`src/rtl/simon_sequence_player.sv`:
```
// Simon step-sequence store and timed press/release player.
// Optional seed load ports enabled by SIMON_PLAYER_SEED_EN.
module simon_sequence_player #(
  parameter int MAX_LEN    = 32,
  parameter int ON_CYCLES  = 12_500_000,
  parameter int OFF_CYCLES = 5_000_000
) (
  input  logic                       clk,
  input  logic                       reset,
  input  logic                       start,
  input  logic                       append,
  input  logic                       clear,
`ifdef SIMON_PLAYER_SEED_EN
  input  logic                       seed_load,
  input  logic [15:0]                seed,
`endif
  input  logic [$clog2(MAX_LEN)-1:0] rd_idx,
  output logic [1:0]                 rd_num,
  output logic [1:0]                 num,
  output logic                       pressed,
  output logic                       busy,
  output logic                       done,
  output logic [$clog2(MAX_LEN):0]   len,
  output logic                       full
);

  localparam int IW   = $clog2(MAX_LEN);
  localparam int LW   = IW + 1;
  localparam int MAXC = (ON_CYCLES > OFF_CYCLES) ? ON_CYCLES : OFF_CYCLES;
  localparam int CW   = $clog2(MAXC + 1);
  localparam logic [15:0] SEED0 = 16'hACE1;

  typedef enum logic [1:0] {IDLE, ON, GAP, FIN} state_t;

  state_t          state_q, state_d;
  logic [CW-1:0]   cnt_q, cnt_d;
  logic [IW-1:0]   idx_q, idx_d;
  logic [1:0]      num_q, num_d;
  logic [LW-1:0]   len_q, len_d;
  logic [15:0]     lfsr_q, lfsr_d;
  logic            we;
  logic [1:0]      seq_q [MAX_LEN];

  always_ff @(posedge clk or negedge reset) begin
    if (!reset) begin
      state_q <= IDLE;
      cnt_q   <= '0;
      idx_q   <= '0;
      num_q   <= '0;
      len_q   <= '0;
      lfsr_q  <= SEED0;
    end else begin
      state_q <= state_d;
      cnt_q   <= cnt_d;
      idx_q   <= idx_d;
      num_q   <= num_d;
      len_q   <= len_d;
      lfsr_q  <= lfsr_d;
    end
  end

  // Sequence storage needs no reset; contents are only read below len.
  always_ff @(posedge clk) begin
    if (we) seq_q[len_q[IW-1:0]] <= lfsr_q[1:0];
  end

  always_comb begin
    state_d = state_q;
    cnt_d   = cnt_q;
    idx_d   = idx_q;
    num_d   = num_q;
    len_d   = len_q;
    we      = 1'b0;
    if (lfsr_q == '0) lfsr_d = SEED0;
    else lfsr_d = {lfsr_q[14:0],
                   lfsr_q[15] ^ lfsr_q[13] ^ lfsr_q[12] ^ lfsr_q[10]};
`ifdef SIMON_PLAYER_SEED_EN
    if (seed_load) lfsr_d = (seed == '0) ? SEED0 : seed;
`endif
    unique case (state_q)
      IDLE: begin
        if (clear) begin
          len_d = '0;
        end else if (append) begin
          if (!full) begin
            we    = 1'b1;
            len_d = len_q + 1'b1;
          end
        end else if (start) begin
          if (len_q == '0) begin
            state_d = FIN;
          end else begin
            state_d = ON;
            idx_d   = '0;
            num_d   = seq_q[0];
            cnt_d   = CW'(ON_CYCLES - 1);
          end
        end
      end
      ON: begin
        if (cnt_q == '0) begin
          state_d = GAP;
          cnt_d   = CW'(OFF_CYCLES - 1);
        end else begin
          cnt_d = cnt_q - 1'b1;
        end
      end
      GAP: begin
        if (cnt_q != '0) begin
          cnt_d = cnt_q - 1'b1;
        end else if (({1'b0, idx_q} + 1'b1) == len_q) begin
          state_d = FIN;
        end else begin
          state_d = ON;
          idx_d   = idx_q + 1'b1;
          num_d   = seq_q[idx_q + 1'b1];
          cnt_d   = CW'(ON_CYCLES - 1);
        end
      end
      FIN: state_d = IDLE;
      default: state_d = IDLE;
    endcase
  end

  assign rd_num  = seq_q[rd_idx];
  assign num     = num_q;
  assign pressed = (state_q == ON);
  assign busy    = (state_q == ON) || (state_q == GAP);
  assign done    = (state_q == FIN);
  assign len     = len_q;
  assign full    = (len_q == LW'(MAX_LEN));

endmodule
```
`config.mk`:
```
export PLATFORM = sky130hd
export DESIGN_NAME = simon_sequence_player
export DESIGN_NICKNAME = d
export VERILOG_FILES = /design/src/rtl/simon_sequence_player.sv
export SDC_FILE = /design/constraint.sdc
export NUM_CORES = 1
export LEC_CHECK = 0
export CORE_ASPECT_RATIO = 0.7
export CORE_MARGIN = 2
export CORE_UTILIZATION = 66
export DETAILED_ROUTE_END_ITERATION = 16
export HOLD_SLACK_MARGIN = 0.15
export PLACE_DENSITY = 0.95
export SYNTH_ARGS = -nofsm -noshare
export SYNTH_HDL_FRONTEND = slang
export SYNTH_SLANG_ARGS = --single-unit
```
`constraint.sdc`:
```
create_clock -name clk -period 3.9 [get_ports clk]
set_input_delay 0.39 -clock clk [delete_from_list [all_inputs] [get_ports clk]]
set_output_delay 0.39 -clock clk [all_outputs]
set_load 0.03 [all_outputs]
```
==> summary.txt, run 1 <==
Status
  • Outcome: finished, final reports clean

Floorplan
  • Site Rows: 30
  • Ports: 24
  • Initial Util: 0.674
  • Die Ht: approximately 87 um
  • Die area: 10,600 um2
  • Chip width: between 100 and 150 um
  • Core ar.: ~9600 um2

Placed design
  • Dpl ws: between 400 and 500 ps
  • Port Buffers: 23
  • GPL Wtd Cong: a little over 0.9
  • Post-DP HPWL: 11,300 um

Routing
  • Total number of vias: 5,168
  • Wirelength per Cell: 27.1 um
  • Final WL: 18,300 um
  • First drt pass iteration count: 7
  • DRC Markers: 0
  • Antenna viol nets, final: 0
  • Via density: approximately 7.7
  • 1st-iter DRT viols: about 1.1k

Cells and area
  • # diodes: 0
  • Area delta synth->final: 12.6%
  • Layout cell share with drive strength beyond 1: 0.212
  • Nets: around 550

Timing
  • Worst slew pin tran: around 1000 ps
  • Rel. slew slack: 0.329
  • Worst setup margin: about 310 ps
  • RSZ-0062 raised after global routing: no
  • Setup TNS: 0 ps
  • Max Fclk: 279 MHz
  • Period utilization: 0.921
  • Setup violators final: 0
  • Crit path time final: 3590 ps
  • Clock Skews: 12.4 ps
  • Final hold violation count: 0
  • Final slew viol count: 0

Setup path
  • CP Max Fanout: 16
  • Critical Path Start Type: input port
  • R2R Path End: cnt_q[9]
  • Worst Path Required: between 3000 and 4000 ps
  • Critical Path AT: 3200 ps
  • Reg2Reg Launch Point: state_q[0]
  • Crit path capture: rd_num[0]
  • R2R setup slack: between 700 and 800 ps
  • Crit Path Class: in -> out
  • CP endpoint kind: output pin
  • Worst reg2reg path depth: 8
  • Setup crit start: rd_idx[1]

Clock network
  • Total CTS buffers: 17
  • # Post-CTS Setup Buffers: 0
  • CTS clk-pin slew, worst paths: ~50 ps
  • CTS tree: yes
  • H-tree Lvls: 4
  • Clock Path Buffers: 2
  • Clk root buf: clkbuf_16
  • Clk_lat worst skew: about 430 ps
  • CTS Sinks: between 100 and 150

Power and ir drop
  • Max rail drop VDD: ~0.0004 V
  • Leak: about 3.1 nW
  • PwrDens: approximately 400 nW/um2
  • Total power: roughly 0.0029 W

Yosys
  • Synthesized instance count: 520
  • Most used DFF post-synth: edfxtp_1
  • Post-synthesis net count: between 500 and 600
  • Synth Warn #: 0
  • Post-synthesis cell type count: 76
  • Area of the mapped netlist: approximately 6500 um2
  • Mean Syn Cell Area: 12.5 um2
  • Ys async rst share: 0.462
  • Register bit count reported by yosys: about 120
  • EDFF count, synth: 64
  • Sequential share of the synthesized area: 0.511

Global route
  • First-pass GRT wire length: roughly 28,000 um
  • Vias in the first global route: about 4.9k
  • Total gr overflow: 0
  • Initial antenna violation count: 0
  • Total GRT Usage: 0.370
  • Largest net degree at the start of global routing: 46

Hold path
  • Hold WC Path Type: in -> async

Run
  • Max Cap Violations: 0
## routing by layer
metal	global-route usage	wire, um	up-vias
met5	0	0	-
met4	0.175	1220	0
met3	0.147	2630	152
met2	0.540	8040	522
met1	0.491	6390	2498
li1	-	-	1996
## state kept, by name, indices dropped and copies added, names as in the netlist
register,cells
num,2
state_q,2
lfsr_q,16
seq_q,64
idx_q,5
len,6
cnt_q,24
## worst min path at each step
stage          cells after the start  start        end  slack [ps]
6_report                           2  reset  lfsr_q[8]         360
5_1_grt                            2  reset  lfsr_q[1]         390
4_1_cts                            2  reset  lfsr_q[8]         360
3_5_place_dp                       1  reset  lfsr_q[8]         260
3_3_place_gp                       1  reset  lfsr_q[8]         260
2_1_floorplan                      0  reset   cnt_q[0]          90
## synthesized netlist by cell type (5+ instances only)
library cell,n,area [um2]
a21o_1,5,37.5
a21oi_1,38,190
a221o_1,6,60.1
a31oi_1,5,31.3
buf_2,11,55.1
clkbuf_1,19,71.3
dfrtp_1,47,1180
dfstp_2,8,210
edfxtp_1,64,1920
ha_1,11,138
inv_1,16,60.1
mux2i_1,12,120
mux4_2,36,811
nand2_1,25,93.8
nand2b_1,15,93.8
nand3_1,10,50.1
nor2_1,51,191
nor3_1,8,40.0
nor4_1,11,68.8
o21ai_0,9,45.0
or2_2,7,43.8
or3_1,5,31.3
xnor2_1,7,61.3
xor2_1,7,61.3
## layout make-up
type,instances,area [um2]
fill,551,2320
sequential,119,3310
clock buffer,17,425
multi-input combinational,348,2900
timing repair buffer,31,288
tap,128,160
inverter,16,60.1
clock inverter,15,145
## per-stage QoR
stage               instances  area, um2   util  hold WS (ps)
floorplan                 520       6470      -          94.4
global placement          641       6710  0.698           263
detailed placement        641       6710  0.698           265
CTS                       674       7290  0.759           360
global route              674       7290  0.759           389
finish                    674       7290  0.759           357
## critical path, cell delays in order
cell	delay, ps
clkdlybuf4s50_1	480
buf_4	290
mux4_2	610
mux4_2	530
mux2_2	290
clkdlybuf4s50_1	610
## report_power, final
| group | switching [W] | total, W | internal, W |
|---|---|---|---|
| clock network | 0.000630 | 0.00152 | 0.000889 |
| registers | 0 | 0.00132 | 0.00132 |
| logic | 0.0000256 | 0.0000437 | 0.0000181 |
| total | 0.000655 | 0.00288 | 0.00222 |
## layout by cell type (no fill, tap or decap), drive strengths merged, types with 4 or more instances in the layout
| master | instances |
|---|---|
| a21o | 5 |
| a21oi | 39 |
| a221o | 7 |
| a22oi | 4 |
| a31oi | 7 |
| and3 | 5 |
| buf | 8 |
| clkbuf | 17 |
| clkdlybuf4s50 | 22 |
| clkinv | 5 |
| dfrtp | 47 |
| dfstp | 8 |
| edfxtp | 64 |
| ha | 11 |
| inv | 22 |
| mux2 | 4 |
| mux2i | 12 |
| mux4 | 36 |
| nand2 | 26 |
| nand2b | 15 |
| nand3 | 10 |
| nand3b | 4 |
| nor2 | 51 |
| nor3 | 8 |
| nor4 | 12 |
| o21ai | 10 |
| o22a | 4 |
| or2 | 7 |
| or3 | 6 |
| or4 | 5 |
| xnor2 | 9 |
| xor2 | 7 |
## logic make-up (layout without fill, tap and decap cells)
logic type / Yosys count / after routing / synth area share
buffers and inverters: 53 / 79 / 0.0408
flip-flops: 119 / 119 / 0.511
XOR/XNOR: 17 / 17 / 0.0274
multiplexers: 52 / 52 / 0.151
AND/OR/NAND/NOR: 167 / 167 / 0.142
AO/OA/AOI/OAI: 101 / 101 / 0.107
adder cells (fa/ha/maj): 11 / 11 / 0.0213
## what timing repair did
action / in CTS / in global routing
gates resized for setup: 0 / 0
endpoints found under the hold margin: 10 / 0
hold buffers: 1 / 0
Note: power is estimated with default switching activity, not from simulation.
==> run 2: changes to the inputs <==
--- a/config.mk
+++ b/config.mk
@@ -7,10 +7,11 @@
 export LEC_CHECK = 0
 export CORE_ASPECT_RATIO = 0.7
 export CORE_MARGIN = 2
-export CORE_UTILIZATION = 66
+export CORE_UTILIZATION = 50
 export DETAILED_ROUTE_END_ITERATION = 16
+export DONT_BUFFER_PORTS = 1
 export HOLD_SLACK_MARGIN = 0.15
-export PLACE_DENSITY = 0.95
+export PLACE_DENSITY = 0.76
 export SYNTH_ARGS = -nofsm -noshare
 export SYNTH_HDL_FRONTEND = slang
 export SYNTH_SLANG_ARGS = --single-unit
==> constraint.sdc (replaced) <==
create_clock -name clk -period 3.9 [get_ports clk]
set_input_delay 0.585 -clock clk [delete_from_list [all_inputs] [get_ports clk]]
set_output_delay 0.585 -clock clk [all_outputs]
set_load 0.03 [all_outputs]
==> summary.txt, run 2 (same netlist as run 1, synthesis figures left out) <==
Floorplan
  • Chip width: 140 um (+14%)
  • Site Rows: 34 (+13%)
  • Initial Util: 0.516 (-0.158)
  • Ports: 24 (unchanged)
  • Die area: 13,900 um2 (+31%)
  • Core ar.: 12,500 um2 (+31%)
  • Die Ht: 99.2 um (+14%)

Power and ir drop
  • PwrDens: 415 nW/um2 (+5.1%)
  • Max rail drop VDD: 0.000334 V (-17%)
  • Leak: 2.99 nW (-2.3%)

Setup path
  • Crit Path Class: reg -> reg
  • Critical Path AT: 3450 ps (+250 ps)
  • Critical Path Start Type: flop
  • CP endpoint kind: flop
  • Worst Path Required: 4190 ps (+680 ps)
  • CP Max Fanout: 22 (+6)

Cells and area
  • Most frequent cells in the layout: edfxtp_1 (64), nor2_1 (51), dfrtp_1 (47), a21oi_1 (38), mux4_2 (36)
  • Post-layout util: 0.570 (-0.189)
  • Commonest non-fill, non-tap cell in the layout: edfxtp_1
  • Fill cells: 975 (+77%)
  • Layout cell share with drive strength beyond 1: 0.214 (+0.00142)
  • Nets: 527 (-4.9%)
  • # diodes: 0 (unchanged)
  • Number of flip-flops in the largest register: 64 (unchanged)
  • Area delta synth->final: 10.5%

Routing
  • Total number of vias: 4,483 (-13%)
  • Wirelength per Cell: 22.0 um (-19%)
  • 1st-iter DRT viols: 631 (-45%)
  • Final WL: 14,900 um (-18%)
  • Via density: 6.58 (-14%)
  • First drt pass iteration count: 5 (-2)
  • Antenna viol nets, final: 0 (unchanged)
  • DRC Markers: 0 (unchanged)

Clock network
  • CTS clk-pin slew, worst paths: 60 ps (about the same)
  • Resize count post-CTS: 0 (unchanged)
  • # Post-CTS Setup Buffers: 0 (unchanged)
  • Clk root buf: clkbuf_16
  • H-tree Lvls: 4 (unchanged)
  • Clock Path Buffers: 2 (unchanged)
  • Hold Buf Count CTS: 2 (+1)
  • Total CTS buffers: 17 (unchanged)
  • Clk_lat worst skew: 410 ps (-20 ps)
  • CTS tree: yes
  • CTS Sinks: 119 (unchanged)

Timing
  • Final hold violation count: 0 (unchanged)
  • Crit path time final: 3170 ps (-422 ps)
  • Setup violators final: 0 (unchanged)
  • Final slew viol count: 0 (unchanged)
  • RSZ-0062 raised after global routing: no
  • Period utilization: 0.812 (-0.108)
  • Clock Skews: 9.47 ps (-2.94 ps)
  • Rel. slew slack: 0.226 (-0.103)
  • Max Fclk: 316 MHz (+13%)
  • Worst slew pin tran: 1160 ps (+150 ps)
  • Setup TNS: 0 ps (unchanged)

Status
  • Outcome: finished, final reports clean

Global route
  • Vias in the first global route: 4,377 (-11%)
  • Largest net degree at the start of global routing: 56 (+22%)
  • First-pass GRT wire length: 24,100 um (-15%)
  • Total GRT Usage: 0.228 (-0.142)
  • Initial antenna violation count: 0 (unchanged)
  • Total gr overflow: 0 (unchanged)

Placed design
  • Port Buffers: 0 (-100%)
  • Post-DP HPWL: 9950 um (-12%)
  • GPL Wtd Cong: 0.860 (-7.3%)

Run
  • Max Cap Violations: 0 (unchanged)

Hold path
  • Hold WC Path Type: in -> reg
[run 2: changes by cell type in the layout (fill, tap and decap cells not counted), sizes merged]
cell / delta
buf: -5
clkdlybuf4s50: -22
clkinv: -3
clkbuf: +4
inv: -2
bufinv: +1
[run 2: worst paths after layout]
path | from | endpoint | slack [ps] | cells after the start
max reg2reg | len[2] | cnt_q[14] | 730 | 6
max in group asynchronous | reset | lfsr_q[6] | 2890 | 2
min reg2reg | lfsr_q[2] | lfsr_q[3] | 380 | 0
min | clear | len[3] | 250 | 1
min in group asynchronous | reset | cnt_q[8] | 730 | 2
max | len[2] | cnt_q[14] | 730 | 6
[run 2: power breakdown]
part,internal [W],switching [W]
Combinational,0.0000123,0.0000118
Sequential,0.00132,0
Clock,0.00104,0.000586
[run 2: per-stage QoR]
stage	power [W]	std cells	cell area [um2]	setup WS [ps]	hold slack [ps]
finish	0.00297	681	7150	732	252
global placement	0.00135	647	6490	882	291
detailed placement	0.00135	647	6490	832	290
global route	0.00304	681	7150	579	239
CTS	0.00298	681	7150	791	241
floorplan	0.00136	520	6470	625	289
[run 2: layout make-up]
type                       instances  area [um2]  area share
clock inverter                    11         133      0.0185
clock buffer                      21         493      0.0689
multi-input combinational        348        2900       0.406
timing repair buffer               4        52.6     0.00735
sequential                       119        3310       0.463
inverter                          16        60.1     0.00840
tap                              162         203      0.0283
[run 2: routing by layer]
layer	up-vias	global-route usage	routed length, um
li1	1949	-	-
met1	2290	0.326	6460
met2	220	0.342	6940
met3	24	0.0626	1300
met4	0	0.0715	248
met5	-	0	0
[run 2: critical path, stage by stage (launching register included)]
cell	delay, ps
dfrtp_1	890
or3_1	410
nor2_1	140
or2_2	320
a31oi_2	890
o311a_1	310
o21ai_0	80
